`src/rtl/oam_dma_ctrl_if.sv`:
```
// oam_dma_ctrl_if: CPU-side MMIO bus plus DMA source-read and OAM-write ports of the OAM DMA sequencer
interface oam_dma_ctrl_if;
  logic [15:0] ADDR;
  logic        WR;
  logic        RD;
  logic [7:0]  MMIO_DATA_out;
  logic [7:0]  MMIO_DATA_in;
  logic        DMA_ACTIVE;
  logic        DMA_RD;
  logic [15:0] DMA_SRC_ADDR;
  logic [7:0]  DMA_SRC_DATA;
  logic        OAM_WR;
  logic [7:0]  OAM_ADDR;
  logic [7:0]  OAM_DATA;
  logic        CPU_BLOCK;
  modport slave (
    input  ADDR, WR, RD, MMIO_DATA_out, DMA_SRC_DATA,
    output MMIO_DATA_in, DMA_ACTIVE, DMA_RD, DMA_SRC_ADDR, OAM_WR, OAM_ADDR, OAM_DATA, CPU_BLOCK
  );
  modport master (
    output ADDR, WR, RD, MMIO_DATA_out, DMA_SRC_DATA,
    input  MMIO_DATA_in, DMA_ACTIVE, DMA_RD, DMA_SRC_ADDR, OAM_WR, OAM_ADDR, OAM_DATA, CPU_BLOCK
  );
endinterface

```
`src/rtl/oam_dma_ctrl.sv`:
```
// oam_dma_ctrl: FF46-triggered OAM DMA sequencer copying OAM_BYTES bytes from page src_hi into OAM.
// Define OAM_DMA_CPU_BLOCK_EN to drive CPU_BLOCK while a transfer owns the bus.
module oam_dma_ctrl #(
  parameter logic [15:0] DMA_REG_ADDR = 16'hFF46,
  parameter int          OAM_BYTES    = 160,
  parameter int          START_DELAY  = 1
) (
  input logic           clk,
  input logic           rst,
  oam_dma_ctrl_if.slave bus
);
  localparam logic [2:0] START_LAST = 3'(START_DELAY == 0 ? 0 : START_DELAY - 1);
  localparam logic [7:0] IDX_LAST   = 8'(OAM_BYTES - 1);
  typedef enum logic [1:0] {IDLE, START, READ, WRITE} state_t;
  state_t      state_q, state_d;
  logic [2:0]  cnt_q, cnt_d;
  logic [7:0]  idx_q, idx_d, page_q, page_d, src_hi_q, src_hi_d, oam_addr_q, oam_addr_d;
  logic [15:0] src_addr_q, src_addr_d;
  logic        dma_rd_q, dma_rd_d, oam_wr_q, oam_wr_d;
  logic        trig, active, unused_rd;
  assign trig      = bus.WR && (bus.ADDR == DMA_REG_ADDR);
  assign unused_rd = bus.RD;
  // Outputs are registered from the next state so each strobe lines up with its state.
  always_comb begin
    state_d  = state_q;
    cnt_d    = cnt_q;
    idx_d    = idx_q;
    page_d   = page_q;
    src_hi_d = trig ? bus.MMIO_DATA_out : src_hi_q;
    if (trig) begin
      state_d = START;
      cnt_d   = 3'd0;
      idx_d   = 8'd0;
    end else begin
      unique case (state_q)
        START: begin
          state_d = (cnt_q == START_LAST) ? READ : START;
          cnt_d   = (cnt_q == START_LAST) ? cnt_q : cnt_q + 3'd1;
          page_d  = (cnt_q != START_LAST) ? page_q :
                    (src_hi_q < 8'hE0) ? src_hi_q : src_hi_q - 8'h20;
        end
        READ:  state_d = WRITE;
        WRITE: begin
          state_d = (idx_q == IDX_LAST) ? IDLE : READ;
          idx_d   = (idx_q == IDX_LAST) ? idx_q : idx_q + 8'd1;
        end
        default: state_d = IDLE;
      endcase
    end
    dma_rd_d   = (state_d == READ);
    src_addr_d = (state_d == READ) ? {page_d, idx_d} : 16'h0000;
    oam_wr_d   = (state_d == WRITE);
    oam_addr_d = (state_d == WRITE) ? idx_d : 8'd0;
  end
  always_ff @(posedge clk or negedge rst) begin
    if (!rst) begin
      state_q    <= IDLE;
      cnt_q      <= 3'd0;
      idx_q      <= 8'd0;
      page_q     <= 8'd0;
      src_hi_q   <= 8'd0;
      dma_rd_q   <= 1'b0;
      src_addr_q <= 16'h0000;
      oam_wr_q   <= 1'b0;
      oam_addr_q <= 8'd0;
    end else begin
      state_q    <= state_d;
      cnt_q      <= cnt_d;
      idx_q      <= idx_d;
      page_q     <= page_d;
      src_hi_q   <= src_hi_d;
      dma_rd_q   <= dma_rd_d;
      src_addr_q <= src_addr_d;
      oam_wr_q   <= oam_wr_d;
      oam_addr_q <= oam_addr_d;
    end
  end
  assign active           = (state_q != IDLE);
  assign bus.DMA_ACTIVE   = active;
  assign bus.DMA_RD       = dma_rd_q;
  assign bus.DMA_SRC_ADDR = src_addr_q;
  assign bus.OAM_WR       = oam_wr_q;
  assign bus.OAM_ADDR     = oam_addr_q;
  assign bus.OAM_DATA     = oam_wr_q ? bus.DMA_SRC_DATA : 8'h00;
  assign bus.MMIO_DATA_in = (bus.ADDR == DMA_REG_ADDR) ? src_hi_q : 8'hFF;
`ifdef OAM_DMA_CPU_BLOCK_EN
  assign bus.CPU_BLOCK = active && !(bus.ADDR >= 16'hFF80 && bus.ADDR <= 16'hFFFE) &&
                         (bus.ADDR != DMA_REG_ADDR);
`else
  assign bus.CPU_BLOCK = 1'b0;
`endif
endmodule

```
`src/flat_wrapper.sv`:
```
// flat-port wrapper written by rule: the top's interface ports become plain ports
module oam_dma_ctrl_flat 
#(
  parameter logic [15:0] DMA_REG_ADDR = 16'hFF46,
  parameter int          OAM_BYTES    = 160,
  parameter int          START_DELAY  = 1
)
  (clk, rst, bus_ADDR, bus_WR, bus_RD, bus_MMIO_DATA_out, bus_DMA_SRC_DATA, bus_MMIO_DATA_in, bus_DMA_ACTIVE, bus_DMA_RD, bus_DMA_SRC_ADDR, bus_OAM_WR, bus_OAM_ADDR, bus_OAM_DATA, bus_CPU_BLOCK);
  oam_dma_ctrl_if bus_i ();
  input logic clk;
  input logic rst;
  input wire logic [$bits(bus_i.ADDR)-1:0] bus_ADDR;
  input wire logic [$bits(bus_i.WR)-1:0] bus_WR;
  input wire logic [$bits(bus_i.RD)-1:0] bus_RD;
  input wire logic [$bits(bus_i.MMIO_DATA_out)-1:0] bus_MMIO_DATA_out;
  input wire logic [$bits(bus_i.DMA_SRC_DATA)-1:0] bus_DMA_SRC_DATA;
  output wire logic [$bits(bus_i.MMIO_DATA_in)-1:0] bus_MMIO_DATA_in;
  output wire logic [$bits(bus_i.DMA_ACTIVE)-1:0] bus_DMA_ACTIVE;
  output wire logic [$bits(bus_i.DMA_RD)-1:0] bus_DMA_RD;
  output wire logic [$bits(bus_i.DMA_SRC_ADDR)-1:0] bus_DMA_SRC_ADDR;
  output wire logic [$bits(bus_i.OAM_WR)-1:0] bus_OAM_WR;
  output wire logic [$bits(bus_i.OAM_ADDR)-1:0] bus_OAM_ADDR;
  output wire logic [$bits(bus_i.OAM_DATA)-1:0] bus_OAM_DATA;
  output wire logic [$bits(bus_i.CPU_BLOCK)-1:0] bus_CPU_BLOCK;
  assign bus_i.ADDR = bus_ADDR;
  assign bus_i.WR = bus_WR;
  assign bus_i.RD = bus_RD;
  assign bus_i.MMIO_DATA_out = bus_MMIO_DATA_out;
  assign bus_i.DMA_SRC_DATA = bus_DMA_SRC_DATA;
  assign bus_MMIO_DATA_in = bus_i.MMIO_DATA_in;
  assign bus_DMA_ACTIVE = bus_i.DMA_ACTIVE;
  assign bus_DMA_RD = bus_i.DMA_RD;
  assign bus_DMA_SRC_ADDR = bus_i.DMA_SRC_ADDR;
  assign bus_OAM_WR = bus_i.OAM_WR;
  assign bus_OAM_ADDR = bus_i.OAM_ADDR;
  assign bus_OAM_DATA = bus_i.OAM_DATA;
  assign bus_CPU_BLOCK = bus_i.CPU_BLOCK;
  oam_dma_ctrl #(.DMA_REG_ADDR(DMA_REG_ADDR), .OAM_BYTES(OAM_BYTES), .START_DELAY(START_DELAY)) u_core (.clk(clk), .rst(rst), .bus(bus_i));
endmodule
```
`config.mk`:
```
export PLATFORM = sky130hd
export DESIGN_NAME = oam_dma_ctrl_flat
export DESIGN_NICKNAME = d
export VERILOG_FILES = /design/src/rtl/oam_dma_ctrl_if.sv /design/src/rtl/oam_dma_ctrl.sv /design/src/flat_wrapper.sv
export SDC_FILE = /design/constraint.sdc
export NUM_CORES = 1
export LEC_CHECK = 0
export BUFFER_PORTS_ARGS = -buffer_cell sky130_fd_sc_hd__buf_2
export CORE_AREA = 2 2 77 79
export DETAILED_ROUTE_END_ITERATION = 16
export DIE_AREA = 0 0 79 81
export PLACE_DENSITY = 0.7
export SETUP_SLACK_MARGIN = 0.15
export SKIP_LAST_GASP = 1
export SYNTH_ARGS = -nofsm -noshare
export SYNTH_HDL_FRONTEND = slang
export SYNTH_SLANG_ARGS = --single-unit
```
`constraint.sdc`:
```
create_clock -name clk -period 2.85 [get_ports clk]
set_input_delay 0.4275 -clock clk [delete_from_list [all_inputs] [get_ports clk]]
set_output_delay 0.4275 -clock clk [all_outputs]
set_load 0.02 [all_outputs]
```
==> results.md, run 1 <==
- The antenna diode count is 0.
- IR analysis of the VDD net gives a maximum drop of 0.307 mV.
- The hold buffer count at cts is 1.
- The clock tree synthesis step divided the H-tree into 2 levels.
- In this run the worst path has a maximum fanout of 14.
- The fraction of final layout cells with drive strength greater than 1 is 32.4%.
- The required time at the endpoint of the critical path is 2.42 ns.
- The initial antenna violation count came to 0.
- The die is 81 µm tall.
- STA classifies the critical path startpoint as a primary input.
- In the layout the commonest cells are buf_2 (77), dfrtp_1 (55), nor2_1 (25).
- The flow ran to the end, and the final reports show no timing, DRC or antenna violations.
- Setup repair after global routing left no endpoint under its margin.
- The normalized max-slew margin is between 50% and 60%.
- Based on the critical path, the design can be clocked at up to about 440 MHz.
- The flip-flop and latch count after synthesis is 55.
- After synthesis, the cell types taking the most area are dfrtp_1 (57%), nor2_1 (3.9%), and2_1 (3.4%).
- The cell count after synthesis is roughly 230.
- In the global route stage, overall resource usage came out at 15.0%.
- The core region is 0.00568 mm².
- Max-cap violations in this run came to 0.
- Post-CTS timing repair inserted 0 buffers for setup.
- Detailed routing inserted a total of 1,833 vias.
- A synthesized cell averages 10.7 µm².
- The net count reported at finish is around 350.
- The final routed DRC violation total is 0.
- The post-CTS resize count is 0.
- Setup total negative slack on the finished layout was measured at 0 ns.
- Entering global routing, the biggest net connects 32 pins.
- The worst hold path passes through 2 cells.
- In the synthesized netlist the dominant register cell turns out to be dfrtp_1.
- The number of max-slew violations in the final report is 0.
- The final worst setup slack is roughly 0.58 ns.
- Counting the buffers created by CTS gives 5.
- The full die area is ~0.0064 mm².
- The fraction of registers with async set/reset is between 90% and 100%.
- The launching instance or port of the critical path is bus_ADDR[5].
- The cell taking the most area after synthesis is dfrtp_1.
- The starting DRC count in detailed routing is around 120.
- Summed over all nets, the half-perimeter wirelength after detailed placement is approximately 3300 µm.
- The count of distinct cell types in the synthesized netlist is 36.
- The total overflow left after global routing is 0.
- The number of hold-slack violations in the final timing report was 0.
- Excluding fillers, the count of instances in the completed layout stands at between 300 and 400.
- The number of global-route vias before repair was 1,677.
- The power per cell area is 552 mW/mm².
- After filler insertion, the fill cell instance count of the layout stands at 555.
- The insertion delay of the later-clocked pin in the worst-skew pair is 0.30 ns.
- Final hold analysis gives a worst-case slack of roughly 0.35 ns.
- The pre-antenna-repair detailed-routing pass consisted of 4 iterations.
- The placer's final routability congestion estimate is 0.886.
- In this run the critical register-to-register path is launched from u_core.cnt_q[0].
- The sort of element at the end of the critical path is an output pin.
- For this design the top-level I/O count stands at 80.
- The post-synthesis instance area is ~0.0024 mm².
- The average wire per standard cell is 12.0 µm.
- The end of the critical path is bus_MMIO_DATA_in[5].
- In the final layout, flip-flops and latches occupy 0.00138 mm².
- In this run the critical register-to-register path is captured at u_core.page_q[7].
- Dividing the final minimum period by the clock period gives 79.6%.
- The slew at the pin closest to its max-slew limit is roughly 0.67 ns.
- The fraction of met3 tracks used by global routing is ~3.6%.
- The starting utilization of the core area is 42.5%.
- The number of buffers on the longest clock path is 2.
- The number of I/O port buffers is 77.
- Timing analysis after detailed placement gives a worst setup slack of 0.520 ns.
- The warning count from the yosys run is 0.
- The count of nets left with antenna violations after detail routing is 0.
- The leading cell type in the layout, fill and taps excluded is buf_2.
- TritonCTS built the clock tree.
- The sequential-to-total area share from yosys stat is 57.1%.
- Including well taps, the total number of placed cells is approximately 380.
- Counting cells, the worst reg-to-reg path comes to 6.
- The number of enable-type register cells in the synthesized netlist is 0.
- The worst hold-check path type is primary input to register.
- Relative to the synthesized area, the layout overhead comes to 22.3%.
- The type of the worst setup path is primary input to output pin.
- The top cell type by area accounts for 57.1% of the synthesized area.
- Row generation in the floorplan step produced 28 rows.
- The final critical delay including setup and external delays is 2.27 ns.
- The setup slack of the worst register-to-register path is ~0.75 ns.
- The worst min-delay path startpoint is bus_MMIO_DATA_out[2].
- In this run the clock root is driven by a clkbuf_8.
- The number of endpoints failing setup at the final stage is 0.
- The clock skew after layout is ~0.0057 ns.
- The total number of clock tree sinks is 55.
- In this run the most used layer during global routing was met2.
- After clock tree synthesis, the clock-pin slew on the worst setup and hold paths is 0.09 ns.
- The first global-routing pass estimated 7450 µm of wire.
- After detailed routing, the number of vias per cell comes to 4.77.
- For this design the static power due to leakage is between 1.5 and 2 nW.
- The total nets after synthesis is 266.
- The routing usage on met2 is 25.3%.
- The total length of routed wires is 4620 µm.
- The met1 track demand over resource in global routing is a little under a fifth.
- Data on the critical path arrives at its endpoint at roughly 1.8 ns.
- In the final layout, the multi-input gates occupy about 920 µm².
- The x dimension of the die is 79 µm.
==> worst min path at each step <==
stage	endpoint	slack [ns]
3_3_place_gp	u_core.bus.DMA_SRC_ADDR[10]	0.27
3_5_place_dp	u_core.bus.DMA_SRC_ADDR[10]	0.27
6_report	u_core.src_hi_q[2]	0.35
2_1_floorplan	u_core.bus.DMA_RD	0.13
5_1_grt	u_core.src_hi_q[2]	0.34
4_1_cts	u_core.src_hi_q[2]	0.34
==> critical path, cell delays in order <==
cell     delay, ns
buf_2         0.09
or4b_4        0.54
nor4_4        0.30
buf_4         0.24
nand2_1       0.08
buf_2         0.16
==> state kept, by name, indices dropped and copies added (netlist names) <==
name / flops
u_core.bus.OAM_WR: 1
u_core.page_q: 8
u_core.bus.OAM_ADDR: 8
u_core.bus.DMA_RD: 1
u_core.src_hi_q: 8
u_core.state_q: 2
u_core.cnt_q: 3
u_core.idx_q: 8
u_core.bus.DMA_SRC_ADDR: 16
==> metal layers <==
metal / vias up / routed length (µm)
met5: - / 0
met4: 0 / 63
met3: 6 / 229
met2: 56 / 2270
met1: 859 / 2060
li1: 912 / -
==> per-stage QoR <==
| stage | cell area [µm²] | util [%] | power [W] |
|---|---|---|---|
| final | 2950 | 51.9 | 0.00163 |
| after global routing | 2950 | 51.9 | 0.00172 |
| after CTS | 2950 | 51.9 | 0.00164 |
| after detailed placement | 2860 | 50.3 | 0.00124 |
| after global placement | 2860 | 50.3 | 0.00123 |
| after floorplan | 2410 | - | 0.00112 |
==> logic make-up after synthesis <==
group | count (synthesis) | synth area share [%]
AO/OA/AOI/OAI | 31 | 7.37
XOR/XNOR | 6 | 2.18
adder cells (fa/ha/maj) | 4 | 2.08
buffers and inverters | 21 | 4.67
flip-flops | 55 | 57.1
multiplexers | 9 | 4.88
other | 1 | 0.156
AND/OR/NAND/NOR | 99 | 21.6
==> power breakdown <==
part	internal (W)	switching, W
combinational	0.000115	0.000175
sequential	0.000867	0.0000660
clock	0.000173	0.000230
==> Yosys cell counts, types with 2 or more instances <==
master     n
a21oi_1   13
o22ai_1    8
mux2_2     2
dfrtp_1   55
nand4_1    4
and2_1    13
nand2_1   20
xor2_1     2
buf_4      2
nand3_1   11
mux2_4     5
ha_1       4
mux2i_1    2
nor2_1    25
o21ai_0    7
or3b_2     2
inv_1     15
nor3_1     6
nor2b_1    2
xnor2_1    4
nand2b_1   9
==> cell type report <==
type | instances | area share (%)
sequential | 55 | 46.7
inverter | 15 | 1.91
timing repair buffer | 81 | 14.2
clock buffer | 7 | 2.59
multi-input combinational | 150 | 31.3
tap | 75 | 3.18
clock inverter | 1 | 0.170
Note: power is estimated with default switching activity, not from simulation.
==> inputs of run 2 (changes only) <==
--- a/config.mk
+++ b/config.mk
@@ -9,7 +9,7 @@
 export CORE_AREA = 2 2 77 79
 export DETAILED_ROUTE_END_ITERATION = 16
 export DIE_AREA = 0 0 79 81
-export PLACE_DENSITY = 0.7
+export PLACE_DENSITY = 0.73
 export SETUP_SLACK_MARGIN = 0.15
 export SKIP_LAST_GASP = 1
 export SYNTH_ARGS = -nofsm -noshare
==> constraint.sdc (replaced) <==
create_clock -name clk -period 1.9 [get_ports clk]
set_input_delay 0.285 -clock clk [delete_from_list [all_inputs] [get_ports clk]]
set_output_delay 0.285 -clock clk [all_outputs]
set_load 0.02 [all_outputs]
==> run 2 against run 1 <==
Clock power rose by 54%. Global-route usage rose by 0.47 points. Critical path depth did not move. Critical path type unchanged. Critical endpoint unchanged. Largest cell class unchanged.
==> results.md, run 2 (synthesis gave the netlist of run 1 again) <==
- Unrepaired setup endpoints after global routing: true (was false).
- The average wire per standard cell is 12.0 µm (about the same).
- The worst hold-check path type is primary input to async pin (was primary input to register).
- The residual overflow from global routing is 0 (unchanged).
- The type of origin of the critical path was a primary input (unchanged).
- The clock slew at the register clock pins of the worst setup and hold paths is 0.09 ns (about the same).
- The insertion delay of the later-clocked pin in the worst-skew pair was 0.30 ns (about the same).
- The area occupied by multi-input gates came to 933 µm² (was 922 µm²).
- The clock tree from TritonCTS is done (unchanged).
- The number of filler instances in the final layout is 527 (was 555).
- The x dimension of the die is 79 µm (unchanged).
- Commonest cells after routing, fill and taps aside: buf_2 (77), dfrtp_1 (55), nor2_1 (25) (unchanged).
- The cell chosen for the clock root is clkbuf_8 (unchanged).
- The maximum number of pins on one net before global-route repair is 56 (was 32).
- The final critical delay including setup and external delays is approximately 1.8 ns.
- The footprint of the flip-flops and latches is 0.00138 mm² (unchanged).
- The core outline area is 0.00568 mm² (unchanged).
- The leading cell type in the layout, fill and taps excluded is buf_2 (unchanged).
- The required time at the endpoint of the critical path is 1.62 ns (was 2.42 ns).
- The antenna diode count is 0 (unchanged).
- The clock skew after layout is 0.00274 ns (was 0.00569 ns).
- The launching point of the worst reg2reg path is u_core.idx_q[5] (was u_core.cnt_q[0]).
- The total cell area at the placement stage is 0.00293 mm² (was 0.00286 mm²).
- The area of all placed cells without fillers is 0.00305 mm² (was 0.00295 mm²).
- The initial antenna violation count came to 0 (unchanged).
- The synthesis-to-finish area growth came to 26.4% (was 22.3%).
- The number of buffers added by the clock tree synthesis step is 5 (unchanged).
- The normalized max-slew margin is 56.3% (was 55.1%).
- The static leakage power was 1.56 nW (was 1.51 nW).
- The number of I/O port buffers came to 77 (unchanged).
- The fraction of final layout cells with drive strength greater than 1 is 35.8% (was 32.4%).
- The net count reported at finish came to 357 (was 348).
- The total routing resource utilization after global routing is 15.5% (was 15.0%).
- The total length of routed wires came to 4720 µm (was 4620 µm).
- The starting DRC count in detailed routing is 107 (was 123).
- The total via count in the routed design is 1,876 (was 1,833).
- The setup slack of the worst register-to-register path is 0.22 ns (was 0.75 ns).
- The final routed DRC violation total was 0 (unchanged).
- The full die area is 0.00640 mm² (unchanged).
- The launching instance or port of the critical path is bus_ADDR[5] (unchanged).
- The placed wire-length estimate after detailed placement is 3460 µm (was 3340 µm).
- The die span in y is 81 µm (unchanged).
- The starting utilization of the core area was 42.5% (unchanged).
- The placer's final routability congestion estimate is 0.844 (was 0.886).
- The maximum VDD drop is 0.370 mV (was 0.307 mV).
- The number of endpoints failing setup at the final stage was 0 (unchanged).
- The final worst setup slack is 0.106 ns (was 0.582 ns).
- The number of I/O pins was 80 (unchanged).
- The hold buffer count at cts is 0 (was 1).
- The sort of element at the end of the critical path is an output pin (unchanged).
- The first-pass iteration count of the detailed router was 4 (unchanged).
- The deepest level of the CTS H-tree is 2 (unchanged).
- The power per cell area is 805 mW/mm² (was 552 mW/mm²).
- The endpoint arrival time on the critical path came to 1.51 ns (was 1.84 ns).
- The post-placement setup slack is -0.0189 ns (was 0.520 ns).
- The total number of clock tree sinks is 55 (unchanged).
- The via density per instance was 4.77 (about the same).
- Derived from the worst setup path, the maximum achievable clock frequency is 558 MHz.
- The end-of-flow core utilization is 53.7% (was 51.9%).
- The number of buffers on the longest clock path came to 2 (unchanged).
- The wire length of the first global-routing pass is 7870 µm (was 7450 µm).
- The type of the worst setup path is primary input to output pin (unchanged).
- The number of core rows is 28 (unchanged).
- The number of global-route vias before repair was 1,792 (was 1,677).
- The number of max-slew violations in the final report is 0 (unchanged).
- The max-cap violation count is 0 (unchanged).
- Outcome: finished, final reports clean (unchanged).
- The slew at the pin closest to its max-slew limit is 0.656 ns (was 0.674 ns).
- The share of the clock period used by the worst path after layout is 94.4%.
- The number of hold-slack violations in the final timing report is 0 (unchanged).
- The count of nets left with antenna violations after detail routing is 0 (unchanged).
- The flip-flop count of the largest register after layout was 16 (unchanged).
- The worst-path maximum fanout is 10 (was 14).
-- run 2: cell count changes in the layout (fill, tap and decap cells not counted), sizes merged --
| cell | change |
|---|---|
| buf | +10 |
| clkbuf | -2 |
| clkinvlp | +2 |
| dlygate4sd3 | -1 |
-- run 2: what timing repair did --
item | 4_1_cts | 5_1_grt
endpoints found under the setup margin | 16 | 25
resized for setup | 2 | 3
buffers inserted | 1 | 1
-- run 2: final cells by class --
class                      count  share of cell area (%)
clock inverter                 3                   0.657
clock buffer                   5                    2.26
sequential                    55                    45.2
timing repair buffer          90                    16.4
multi-input combinational    150                    30.6
tap                           75                    3.08
inverter                      15                    1.85
-- run 2: worst paths after layout --
path                                          endpoint  cells after the start
min in group clk                    u_core.src_hi_q[4]                      2
max in group asynchronous       u_core.bus.OAM_ADDR[2]                      2
min reg2reg                u_core.bus.DMA_SRC_ADDR[13]                      2
max reg2reg                 u_core.bus.DMA_SRC_ADDR[8]                      5
min                        u_core.bus.DMA_SRC_ADDR[10]                      2
max                                bus_MMIO_DATA_in[5]                      6
-- run 2: worst max-delay path, cell delays in order --
cell and delay [ns]:
buf_2 0.09, or4b_4 0.53, nor4_4 0.18, buf_6 0.18, nand2_1 0.07, buf_2 0.16
-- run 2: routing by layer --
layer  GRT usage [%]  wire (µm)
met5               0          0
met4            4.83         34
met3            3.44        236
met2            25.9       2390
met1            20.3       2070
-- run 2: per-stage QoR --
step | power, W | TNS (ns) | hold slack [ns] | cells
2_1_floorplan | 0.00168 | 0 | -0.0106 | 226
3_3_place_gp | 0.00184 | 0 | 0.443 | 383
3_5_place_dp | 0.00186 | -0.0189 | 0.448 | 383
4_1_cts | 0.00248 | 0 | 0.117 | 392
5_1_grt | 0.00259 | 0 | 0.158 | 393
6_report | 0.00245 | 0 | 0.100 | 393
-- run 2: power by group --
part | internal (W) | total (W) | switching, W
registers | 0.00130 | 0.00140 | 0.0000972
logic | 0.000173 | 0.000434 | 0.000262
clock network | 0.000257 | 0.000622 | 0.000365
total | 0.00173 | 0.00245 | 0.000724
==> inputs of run 3 (changes only) <==
--- a/config.mk
+++ b/config.mk
@@ -6,10 +6,10 @@
 export NUM_CORES = 1
 export LEC_CHECK = 0
 export BUFFER_PORTS_ARGS = -buffer_cell sky130_fd_sc_hd__buf_2
-export CORE_AREA = 2 2 77 79
+export CORE_AREA = 2 2 81 83
 export DETAILED_ROUTE_END_ITERATION = 16
-export DIE_AREA = 0 0 79 81
-export PLACE_DENSITY = 0.73
+export DIE_AREA = 0 0 83 85
+export PLACE_DENSITY = 0.67
 export SETUP_SLACK_MARGIN = 0.15
 export SKIP_LAST_GASP = 1
 export SYNTH_ARGS = -nofsm -noshare
==> run 3 against run 2 <==
Sequential share of layout area shrank 0.75 points. Hold slack better by 0.10 ns. Fmax fell by 0.58%. Worst setup slack got worse by 0.011 ns. Clock skew rose by 0.0045 ns. Largest power group unchanged.
==> results.md, run 3 (synthesis gave the netlist of run 1 again) <==
- The number of I/O pins was 80 (unchanged).
- The residual overflow from global routing is 0 (unchanged).
- Unrepaired setup endpoints after global routing: true (unchanged).
- The full die area came to 0.00706 mm² (was 0.00640 mm²).
- The max-cap violation count was 0 (unchanged).
- The type of the worst setup path is primary input to output pin (unchanged).
- The placer's final routability congestion estimate is 0.794 (was 0.844).
- The type of origin of the critical path is a primary input (unchanged).
- The share of the clock period used by the worst path after layout is 95.0% (was 94.4%).
- The total design power is 0.00264 W (was 0.00245 W).
- The number of global-route vias before repair came to 1,876 (was 1,792).
- The total number of clock tree sinks was 55 (unchanged).
- The endpoint arrival time on the critical path is 1.52 ns (was 1.51 ns).
- The maximum number of pins on one net before global-route repair is 35 (was 56).
- The core outline area is 0.00620 mm² (was 0.00568 mm²).
- The insertion delay of the later-clocked pin in the worst-skew pair is 0.30 ns (about the same).
- The fraction of final layout cells with drive strength greater than 1 is 35.8% (unchanged).
- The number of I/O port buffers is 77 (unchanged).
- The clock skew after layout is 0.00723 ns (was 0.00274 ns).
- The cell chosen for the clock root is clkbuf_8 (unchanged).
- The clock tree from TritonCTS is done (unchanged).
- The average wire per standard cell was 12.8 µm (was 12.0 µm).
- The number of hold-slack violations in the final timing report is 0 (unchanged).
- The starting DRC count in detailed routing is 127 (was 107).
- The sort of element at the end of the critical path is an output pin (unchanged).
- The sum of negative setup slack was 0 ns (unchanged).
- The number of buffers added by the clock tree synthesis step is 5 (unchanged).
- The final worst setup slack is 0.0959 ns (was 0.106 ns).
- The static leakage power is 1.59 nW (was 1.56 nW).
- The maximum operating frequency is 554 MHz (was 558 MHz).
- The net count reported at finish is 357 (unchanged).
- The first-pass iteration count of the detailed router is 4 (unchanged).
- Commonest cells after routing, fill and taps aside: buf_2 (77), dfrtp_1 (55), nor2_1 (24) (was buf_2 (77), dfrtp_1 (55), nor2_1 (25)).
- The total length of routed wires is 5050 µm (was 4720 µm).
- The deepest level of the CTS H-tree is 2 (unchanged).
- The maximum VDD drop is 0.432 mV (was 0.370 mV).
- The number of buffers on the longest clock path is 2 (unchanged).
- The clock slew at the register clock pins of the worst setup and hold paths is 0.09 ns (about the same).
- The worst hold-check path type is primary input to register (was primary input to async pin).
- The wire length of the first global-routing pass is 8620 µm (was 7870 µm).
- The placed wire-length estimate after detailed placement is 3710 µm (was 3460 µm).
- The post-placement setup slack is -0.00369 ns (was -0.0189 ns).
- The total via count in the routed design is 1,891 (was 1,876).
- Outcome: finished, final reports clean (unchanged).
- The required time at the endpoint of the critical path is 1.62 ns (about the same).
- The leading cell type in the layout, fill and taps excluded is buf_2 (unchanged).
- The total routing resource utilization after global routing came to 15.0% (was 15.5%).
- The number of max-slew violations in the final report is 0 (unchanged).
- The initial antenna violation count came to 0 (unchanged).
- The power per cell area is 851 mW/mm² (was 805 mW/mm²).
- The via density per instance is 4.79 (was 4.77).
- The final critical delay including setup and external delays is 1.80 ns (was 1.79 ns).
- The antenna diode count was 0 (unchanged).
- The number of core rows is 29 (was 28).
- The synthesis-to-finish area growth is 28.5% (was 26.4%).
- The final routed DRC violation total is 0 (unchanged).
- The die span in y was 85 µm (was 81 µm).
- The flip-flop count of the largest register after layout is 16 (unchanged).
- The starting utilization of the core area is 38.9% (was 42.5%).
- The count of nets left with antenna violations after detail routing came to 0 (unchanged).
- The x dimension of the die is 83 µm (was 79 µm).
- The worst-path maximum fanout came to 9 (was 10).
- The number of endpoints failing setup at the final stage is 0 (unchanged).
==> run 3: changes by cell type in the layout (fill, tap and decap cells not counted) <==
cell           previous run  this run
bufinv_16                 0         1
nor2_2                    0         1
or3b_4                    0         1
clkinvlp_4                2         0
o21ai_0                   6         5
or3b_2                    2         1
clkbuf_8                  5         6
buf_12                    1         2
dlygate4sd3_1             0         1
nor2_1                   25        24
buf_4                    11         9
o21ai_1                   1         2
==> run 3: worst paths after layout <==
check | endpoint | slack (ns) | depth (start not counted) | from
max in group asynchronous | u_core.bus.DMA_SRC_ADDR[12] | 0.89 | 3 | rst
worst min-delay path | u_core.src_hi_q[7] | 0.20 | 2 | bus_MMIO_DATA_out[7]
min in group asynchronous | u_core.bus.DMA_SRC_ADDR[2] | 0.47 | 2 | rst
worst max register to register | u_core.bus.DMA_SRC_ADDR[11] | 0.21 | 6 | u_core.idx_q[0]
worst min register to register | u_core.src_hi_q[0] | 0.53 | 1 | u_core.src_hi_q[0]
worst max-delay path | bus_MMIO_DATA_in[6] | 0.1 | 6 | bus_ADDR[5]
==> run 3: routing by layer <==
layer  vias up  wire length [µm]  GRT usage, %
li1        940                 -             -
met1       900              2180          19.4
met2        47              2570          25.4
met3         4               255          3.89
met4         0                49          4.02
met5         -                 0             0
==> run 3: power by group <==
group,switching [W],internal [W]
clock network,0.000360,0.000427
logic,0.000270,0.000183
registers,0.0000957,0.00130
==> run 3: through the flow <==
stage | instance area (µm²) | hold slack, ns | utilization (%) | std cells
6_report | 3100 | 0.203 | 49.9 | 395
5_1_grt | 3100 | 0.197 | 49.9 | 395
4_1_cts | 3070 | 0.196 | 49.5 | 393
3_5_place_dp | 2930 | 0.285 | 47.2 | 383
3_3_place_gp | 2930 | 0.271 | 47.2 | 383
2_1_floorplan | 2410 | -0.0106 | - | 226
==> run 3: final cells by class <==
class | count | area (µm²)
multi-input cells | 150 | 938
repair buffers | 90 | 514
well taps | 77 | 96.3
flip-flops and latches | 55 | 1380
clock buffers | 6 | 82.6
fillers | 576 | 3110
inverters | 15 | 56.3
clock inverters | 2 | 35.0
==> run 3: repair_timing <==
action / in CTS / in global routing
endpoints found under the setup margin: 19 / 33
setup buffers: 1 / 2
resized for setup: 3 / 5
hold buffers: 1 / 0
endpoints found under the hold margin: 21 / 0
==> run 3: worst max-delay path, stage by stage <==
cell	delay (ns)
buf_2	0.09
or4b_4	0.53
nor4_4	0.19
buf_6	0.18
nand2_1	0.08
buf_2	0.16
